`src/rtl/wbu_txuart.sv`:
```
// wbu_txuart: 8N1 serial transmitter fed by the debug-bus/console arbiter.
// Each accepted byte is framed as start(0), eight data bits LSB first and
// stop(1), every bit lasting CLOCKS_PER_BAUD clocks.  o_busy drops during the
// last clock of the stop bit so a waiting byte starts with no idle gap.
// Optional build macro WBU_TXUART_CTS_EN adds i_cts_n hardware flow control.
module wbu_txuart #(
  parameter logic [23:0] CLOCKS_PER_BAUD = 24'd868
) (
  input  logic       i_clk,
  input  logic       i_reset_n,
  input  logic       i_stb,
  input  logic [7:0] i_data,
  output logic       o_busy,
  output logic       o_uart_tx
`ifdef WBU_TXUART_CTS_EN
  ,
  input  logic       i_cts_n
`endif
);

  typedef enum logic [1:0] {
    IDLE  = 2'd0,
    START = 2'd1,
    DATA  = 2'd2,
    STOP  = 2'd3
  } state_t;

  localparam logic [23:0] BAUD_RELOAD = CLOCKS_PER_BAUD - 24'd1;

  state_t      state_q, state_d;
  logic [23:0] cnt_q, cnt_d;
  logic [2:0]  idx_q, idx_d;
  logic [7:0]  shift_q, shift_d;
  logic        busy_q, busy_d;
  logic        tx_q, tx_d;

  logic        accept;
  logic        cnt_last;
  logic        cts_hold;

`ifdef WBU_TXUART_CTS_EN
  logic [1:0] cts_sync_q, cts_sync_d;

  // Two-flop synchroniser for the asynchronous clear-to-send input.
  always_comb begin
    cts_sync_d = {cts_sync_q[0], i_cts_n};
  end

  // Synchroniser flops; reset to "not clear" so nothing leaves before CTS is seen.
  always_ff @(posedge i_clk) begin
    if (!i_reset_n) begin
      cts_sync_q <= 2'b11;
    end else begin
      cts_sync_q <= cts_sync_d;
    end
  end

  assign cts_hold = cts_sync_q[1];
`else
  assign cts_hold = 1'b0;
`endif

  // o_busy low already encodes "free and clear to send", so it alone gates accept.
  assign accept   = i_stb && !busy_q;
  assign cnt_last = (cnt_q == 24'd0);

  // Next-state logic: bit timing, shifting, and the accept/back-to-back path.
  always_comb begin
    state_d = state_q;
    cnt_d   = cnt_q;
    idx_d   = idx_q;
    shift_d = shift_q;
    busy_d  = busy_q;
    tx_d    = tx_q;

    case (state_q)
      IDLE: begin
        tx_d   = 1'b1;
        busy_d = cts_hold;
        if (accept) begin
          shift_d = i_data;
          busy_d  = 1'b1;
          tx_d    = 1'b0;
          cnt_d   = BAUD_RELOAD;
          state_d = START;
        end
      end

      START: begin
        if (cnt_last) begin
          cnt_d   = BAUD_RELOAD;
          idx_d   = 3'd0;
          tx_d    = shift_q[0];
          state_d = DATA;
        end else begin
          cnt_d = cnt_q - 24'd1;
        end
      end

      DATA: begin
        if (cnt_last) begin
          cnt_d = BAUD_RELOAD;
          if (idx_q == 3'd7) begin
            tx_d    = 1'b1;
            state_d = STOP;
          end else begin
            idx_d   = idx_q + 3'd1;
            shift_d = {1'b0, shift_q[7:1]};
            tx_d    = shift_q[1];
          end
        end else begin
          cnt_d = cnt_q - 24'd1;
        end
      end

      STOP: begin
        if (cnt_last) begin
          if (accept) begin
            shift_d = i_data;
            busy_d  = 1'b1;
            tx_d    = 1'b0;
            cnt_d   = BAUD_RELOAD;
            state_d = START;
          end else begin
            tx_d    = 1'b1;
            busy_d  = cts_hold;
            state_d = IDLE;
          end
        end else begin
          cnt_d = cnt_q - 24'd1;
          // Release busy one clock early so the arbiter can queue the next byte.
          if (cnt_q == 24'd1) begin
            busy_d = cts_hold;
          end
        end
      end

      default: begin
        state_d = IDLE;
      end
    endcase
  end

  // State and output registers; the shift register holds data only and is not reset.
  always_ff @(posedge i_clk) begin
    if (!i_reset_n) begin
      state_q <= IDLE;
      cnt_q   <= 24'd0;
      idx_q   <= 3'd0;
      busy_q  <= 1'b0;
      tx_q    <= 1'b1;
    end else begin
      state_q <= state_d;
      cnt_q   <= cnt_d;
      idx_q   <= idx_d;
      busy_q  <= busy_d;
      tx_q    <= tx_d;
    end
    shift_q <= shift_d;
  end

  assign o_busy    = busy_q;
  assign o_uart_tx = tx_q;

endmodule

```
`config.mk`:
```
export PLATFORM = sky130hd
export DESIGN_NAME = wbu_txuart
export DESIGN_NICKNAME = d
export VERILOG_FILES = /design/src/rtl/wbu_txuart.sv
export SDC_FILE = /design/constraint.sdc
export NUM_CORES = 1
export LEC_CHECK = 0
export BUFFER_PORTS_ARGS = -buffer_cell sky130_fd_sc_hd__clkbuf_2
export CORE_MARGIN = 4
export CORE_UTILIZATION = 50
export CTS_CLUSTER_SIZE = 12
export DETAILED_ROUTE_END_ITERATION = 16
export GPL_TIMING_DRIVEN = 0
export PLACE_DENSITY_LB_ADDON = 0.15
export SETUP_SLACK_MARGIN = 0.05
export SYNTH_ARGS = -nofsm -noshare
export SYNTH_HDL_FRONTEND = slang
export SYNTH_SLANG_ARGS = --single-unit
```
`constraint.sdc`:
```
create_clock -name i_clk -period 3.5 [get_ports i_clk]
set_input_delay 0.175 -clock i_clk [delete_from_list [all_inputs] [get_ports i_clk]]
set_output_delay 0.175 -clock i_clk [all_outputs]
set_load 0.005 [all_outputs]
```
==> results.tsv <==
stage	metric	value	unit
route	DRT Pass-1 Iters	4	
finish	final-stage net count	314	
logic_synthesis	synthesized-area fraction occupied by adder cells	4.87	%
worst_setup_path	CP endpoint kind	flop	
worst_setup_path	CP top delay family	simple AND/OR/NAND/NOR gates	
clock_tree	Root Buffer Master	clkbuf_8	
floorplanning	Die Y	76.0	um
logic_synthesis	most frequent cell after synthesis	nand2_1	
sta	max-slew violation count	0	
logic_synthesis	syn nets	295	
route	DRC	0	
worst_setup_path	Critical R2R Launch	cnt_q[4]$_SDFF_PN0_	
floorplanning	die area	0.00578	sq mm
logic_synthesis	Yosys reg bits	39	
placed_design	Area after DPL	0.00244	sq mm
global_routing	vias in the first global route	1876	
worst_hold_path	Hold Path Sink	shift_q[4]$_DFFE_PP_	
sta	clock skew	0.0123	ns
power_and_ir_drop	Clk pwr share	13.3	%
logic_synthesis	Synth top cells by count	37 x nand2_1, 31 x dfxtp_1, 22 x o21ai_0, 17 x a21oi_1, 16 x nor2_1	
clock_tree	clk slew on worst S/H paths	0.09	ns
floorplanning	Initial Utilization	52.4	%
placed_design	PortBufs	12	
worst_hold_path	min-delay worst type	in -> reg	
power_and_ir_drop	Sw Ratio	48.4	%
finish	Area growth, synth to finish	9.47	%
worst_setup_path	Levels on crit path	7	
logic_synthesis	dominant cells by area after synthesis	dfxtp_1 27%, edfxtp_1 10%, nand2_1 6.0%, ha_1 4.9%, o21ai_0 4.8%	
power_and_ir_drop	Comb power frac	56.8	%
sta	Max Freq	359	MHz
finish	fillers	435	
worst_setup_path	Worst EP arrival	2.73	ns
run	max-cap violations	0	
worst_setup_path	r2r worst-path depth	7	
finish	share of layout cells above drive strength 1	11.2	%
route	routed len/inst	15.8	um
finish	design area	0.00253	sq mm
power_and_ir_drop	Power Dens Cells	942	mW/mm^2
sta	endpoints failing setup	0	
clock_tree	Skew-Pair Late Insertion Delay	0.30	ns
power_and_ir_drop	worst vdd ir	0.564	mV
global_routing	initial antenna violation count	0	
logic_synthesis	largest family of logic cells by synthesized area	compound AO/OA/AOI/OAI gates	
placed_design	Final HPWL DP	3930	um
sta	Setup TNS	0	ns
global_routing	Total GRT Usage	19.1	%
clock_tree	CTS tree	yes	
clock_tree	CTS Sinks	39	
worst_setup_path	worst path cell trace	buf_6 -> nor4_4 -> and4_1 -> buf_2 -> nand2_1 -> a211o_1 -> a21oi_1	
logic_synthesis	area leader, netlist	dfxtp_1	
logic_synthesis	total number of yosys warnings	0	
route	Initial DRC Count	215	
power_and_ir_drop	Int Power	0.00123	W
worst_setup_path	Worst EP required	3.45	ns
power_and_ir_drop	LEAKAGE	0.994	nW
worst_setup_path	Reg-to-Reg End	shift_q[3]$_DFFE_PP_	
floorplanning	Core Rows	24	
floorplanning	Core ar.	0.00441	sq mm
clock_tree	hold buffers post-CTS	0	
worst_setup_path	Worst Path Buf+Inv	2	
floorplanning	Ports	13	
status	status	complete, no violations	
worst_setup_path	Slowest cell on crit path	nor4_4	
clock_tree	post-CTS setup repair buffer count	0	
worst_setup_path	crit path max fanout	10	
global_routing	first-pass GRT wire length	9270	um
logic_synthesis	post-synth top area share	26.8	%
route	total vias in the final route	2152	
logic_synthesis	post-synthesis sequential area ratio	37.2	%
clock_tree	CTS Buf Count	5	
clock_tree	H-tree Lvls	2	
sta	crit share post-route	79.6	%
worst_setup_path	R2R setup slack	0.71	ns
logic_synthesis	post-synthesis mux area share	1.46	%
worst_hold_path	Hold Crit Start	i_data[4]	
logic_synthesis	Synth Flop Type	dfxtp_1	
global_routing	total congestion overflow	0	
finish	Antenna Cells	0	
route	Vias/cell	6.20	
clock_tree	post-CTS sizing	0	
sta	RSZ-0062 raised after global routing	no	
clock_tree	clock tree buffer depth	2	
placed_design	Final Wtd Congestion	0.831	
logic_synthesis	syn avg cell area	8.41	sq um
power_and_ir_drop	sw power	0.00115	W
floorplanning	Die W	76.0	um
sta	Final Hold Vio Count	0	
logic_synthesis	XOR/XNOR share of the synthesized area	0	%
sta	Worst Tran Pin Value	1.01	ns
route	DRT antenna net count	0	
logic_synthesis	mapped cell area	0.00231	sq mm
logic_synthesis	Post-synth EDFFs	8	
power_and_ir_drop	Flop pwr share	29.9	%
sta	Period minus WS final	2.79	ns
logic_synthesis	Mapped Cells	275	
worst_setup_path	crit path kind	reg -> reg	
logic_synthesis	library cells used by synthesis	51	
logic_synthesis	Synth Area in Compound Gates	26.7	%
route	Post-Route WL	5490	um
global_routing	largest net degree at the start of global routing	15	
sta	Rel. slew slack	32.2	%
logic_synthesis	area share of and/or/nand/nor cells after synthesis	25.7	%
logic_synthesis	FFs w/ async S/R, synth	0	%
worst_setup_path	Startpoint Class	flop	
worst_setup_path	Worst path max stage delay	0.56	ns
worst_hold_path	hold depth	3	
==> how the worst max path moves through the flow <==
| stage | start | to | slack [ns] |
|---|---|---|---|
| 2_1_floorplan | cnt_q[4]$_SDFF_PN0_ | shift_q[0]$_DFFE_PP_ | 1.07 |
| 4_1_cts | cnt_q[4]$_SDFF_PN0_ | shift_q[3]$_DFFE_PP_ | 0.69 |
| 5_1_grt | cnt_q[4]$_SDFF_PN0_ | shift_q[6]$_DFFE_PP_ | 0.48 |
| 3_3_place_gp | cnt_q[4]$_SDFF_PN0_ | shift_q[5]$_DFFE_PP_ | 0.73 |
| 6_report | cnt_q[4]$_SDFF_PN0_ | shift_q[3]$_DFFE_PP_ | 0.71 |
| 3_5_place_dp | cnt_q[4]$_SDFF_PN0_ | shift_q[4]$_DFFE_PP_ | 0.67 |
==> per-stage QoR <==
stage | utilization, % | setup WS, ns | hold slack (ns) | cells | total power, W
finish | 57.3 | 0.715 | 0.212 | 347 | 0.00238
global route | 57.3 | 0.475 | 0.208 | 347 | 0.00259
CTS | 57.3 | 0.694 | 0.209 | 347 | 0.00238
detailed placement | 55.2 | 0.671 | 0.482 | 339 | 0.00205
global placement | 55.2 | 0.728 | 0.475 | 339 | 0.00203
floorplan | - | 1.07 | 0.418 | 275 | 0.00172
==> metal layers <==
metal | up-vias | wire, um | GRT usage (%)
li1 | 1088 | - | -
met1 | 1012 | 2740 | 28.8
met2 | 41 | 2410 | 27.5
met3 | 11 | 229 | 3.55
met4 | 0 | 102 | 5.52
met5 | - | 0 | 0
==> kinds of logic (layout without fill, tap and decap cells) <==
logic type / Yosys count / in the layout
compound gates: 93 / 93
fa+ha+maj: 9 / 9
buf+inv: 22 / 42
flops: 39 / 39
mux: 3 / 3
simple gates: 109 / 109
==> tightest hold or removal path: cells and delay by family <==
family,cells,cell delay (ns)
AO/OA/AOI/OAI,1,0.06
buffers and inverters,1,0.08
AND/OR/NAND/NOR,1,0.04
==> registers in the layout (all words and copies together), names as in the netlist <==
register and flops:
idx_q 3, shift_q 8, o_uart_tx 1, o_busy 1, cnt_q 24, state_q 2
==> power by group through the flow <==
stage                     Clock, W  Sequential [W]  Combinational, W
after floorplan                  0        0.000694           0.00103
after global placement           0        0.000716           0.00132
after detailed placement         0        0.000721           0.00133
after CTS                 0.000325        0.000712           0.00134
after global routing      0.000346        0.000729           0.00151
final                     0.000317        0.000712           0.00135
==> cell usage in the layout (no fill, tap or decap), types with 3 or more instances in the layout <==
cell type,instances
ha_1,9
a21o_1,5
o21a_1,4
o21ai_0,22
clkbuf_8,5
clkbuf_1,9
mux2_2,3
clkbuf_2,12
a21oi_1,17
nor2_1,16
o31ai_1,3
or3_1,5
nor4_1,6
o22ai_1,5
nand2b_1,5
o311ai_0,3
a41oi_1,4
inv_1,9
buf_2,3
edfxtp_1,8
a31oi_1,8
nand2_1,37
dfxtp_1,31
nor3_1,10
nand3_1,6
a22o_1,4
or4_1,4
and3_1,5
==> cell type report <==
| class | instances | area, sq um | share of cell area [%] |
|---|---|---|---|
| timing repair buffer | 12 | 60.1 | 2.37 |
| multi-input combinational | 214 | 1360 | 53.6 |
| clock inverter | 3 | 25.0 | 0.989 |
| tap | 52 | 65.1 | 2.57 |
| clock buffer | 5 | 68.8 | 2.72 |
| inverter | 9 | 33.8 | 1.33 |
| sequential | 39 | 861 | 34.0 |
| buffer | 13 | 60.1 | 2.37 |
(Power assumes the default switching activity.)
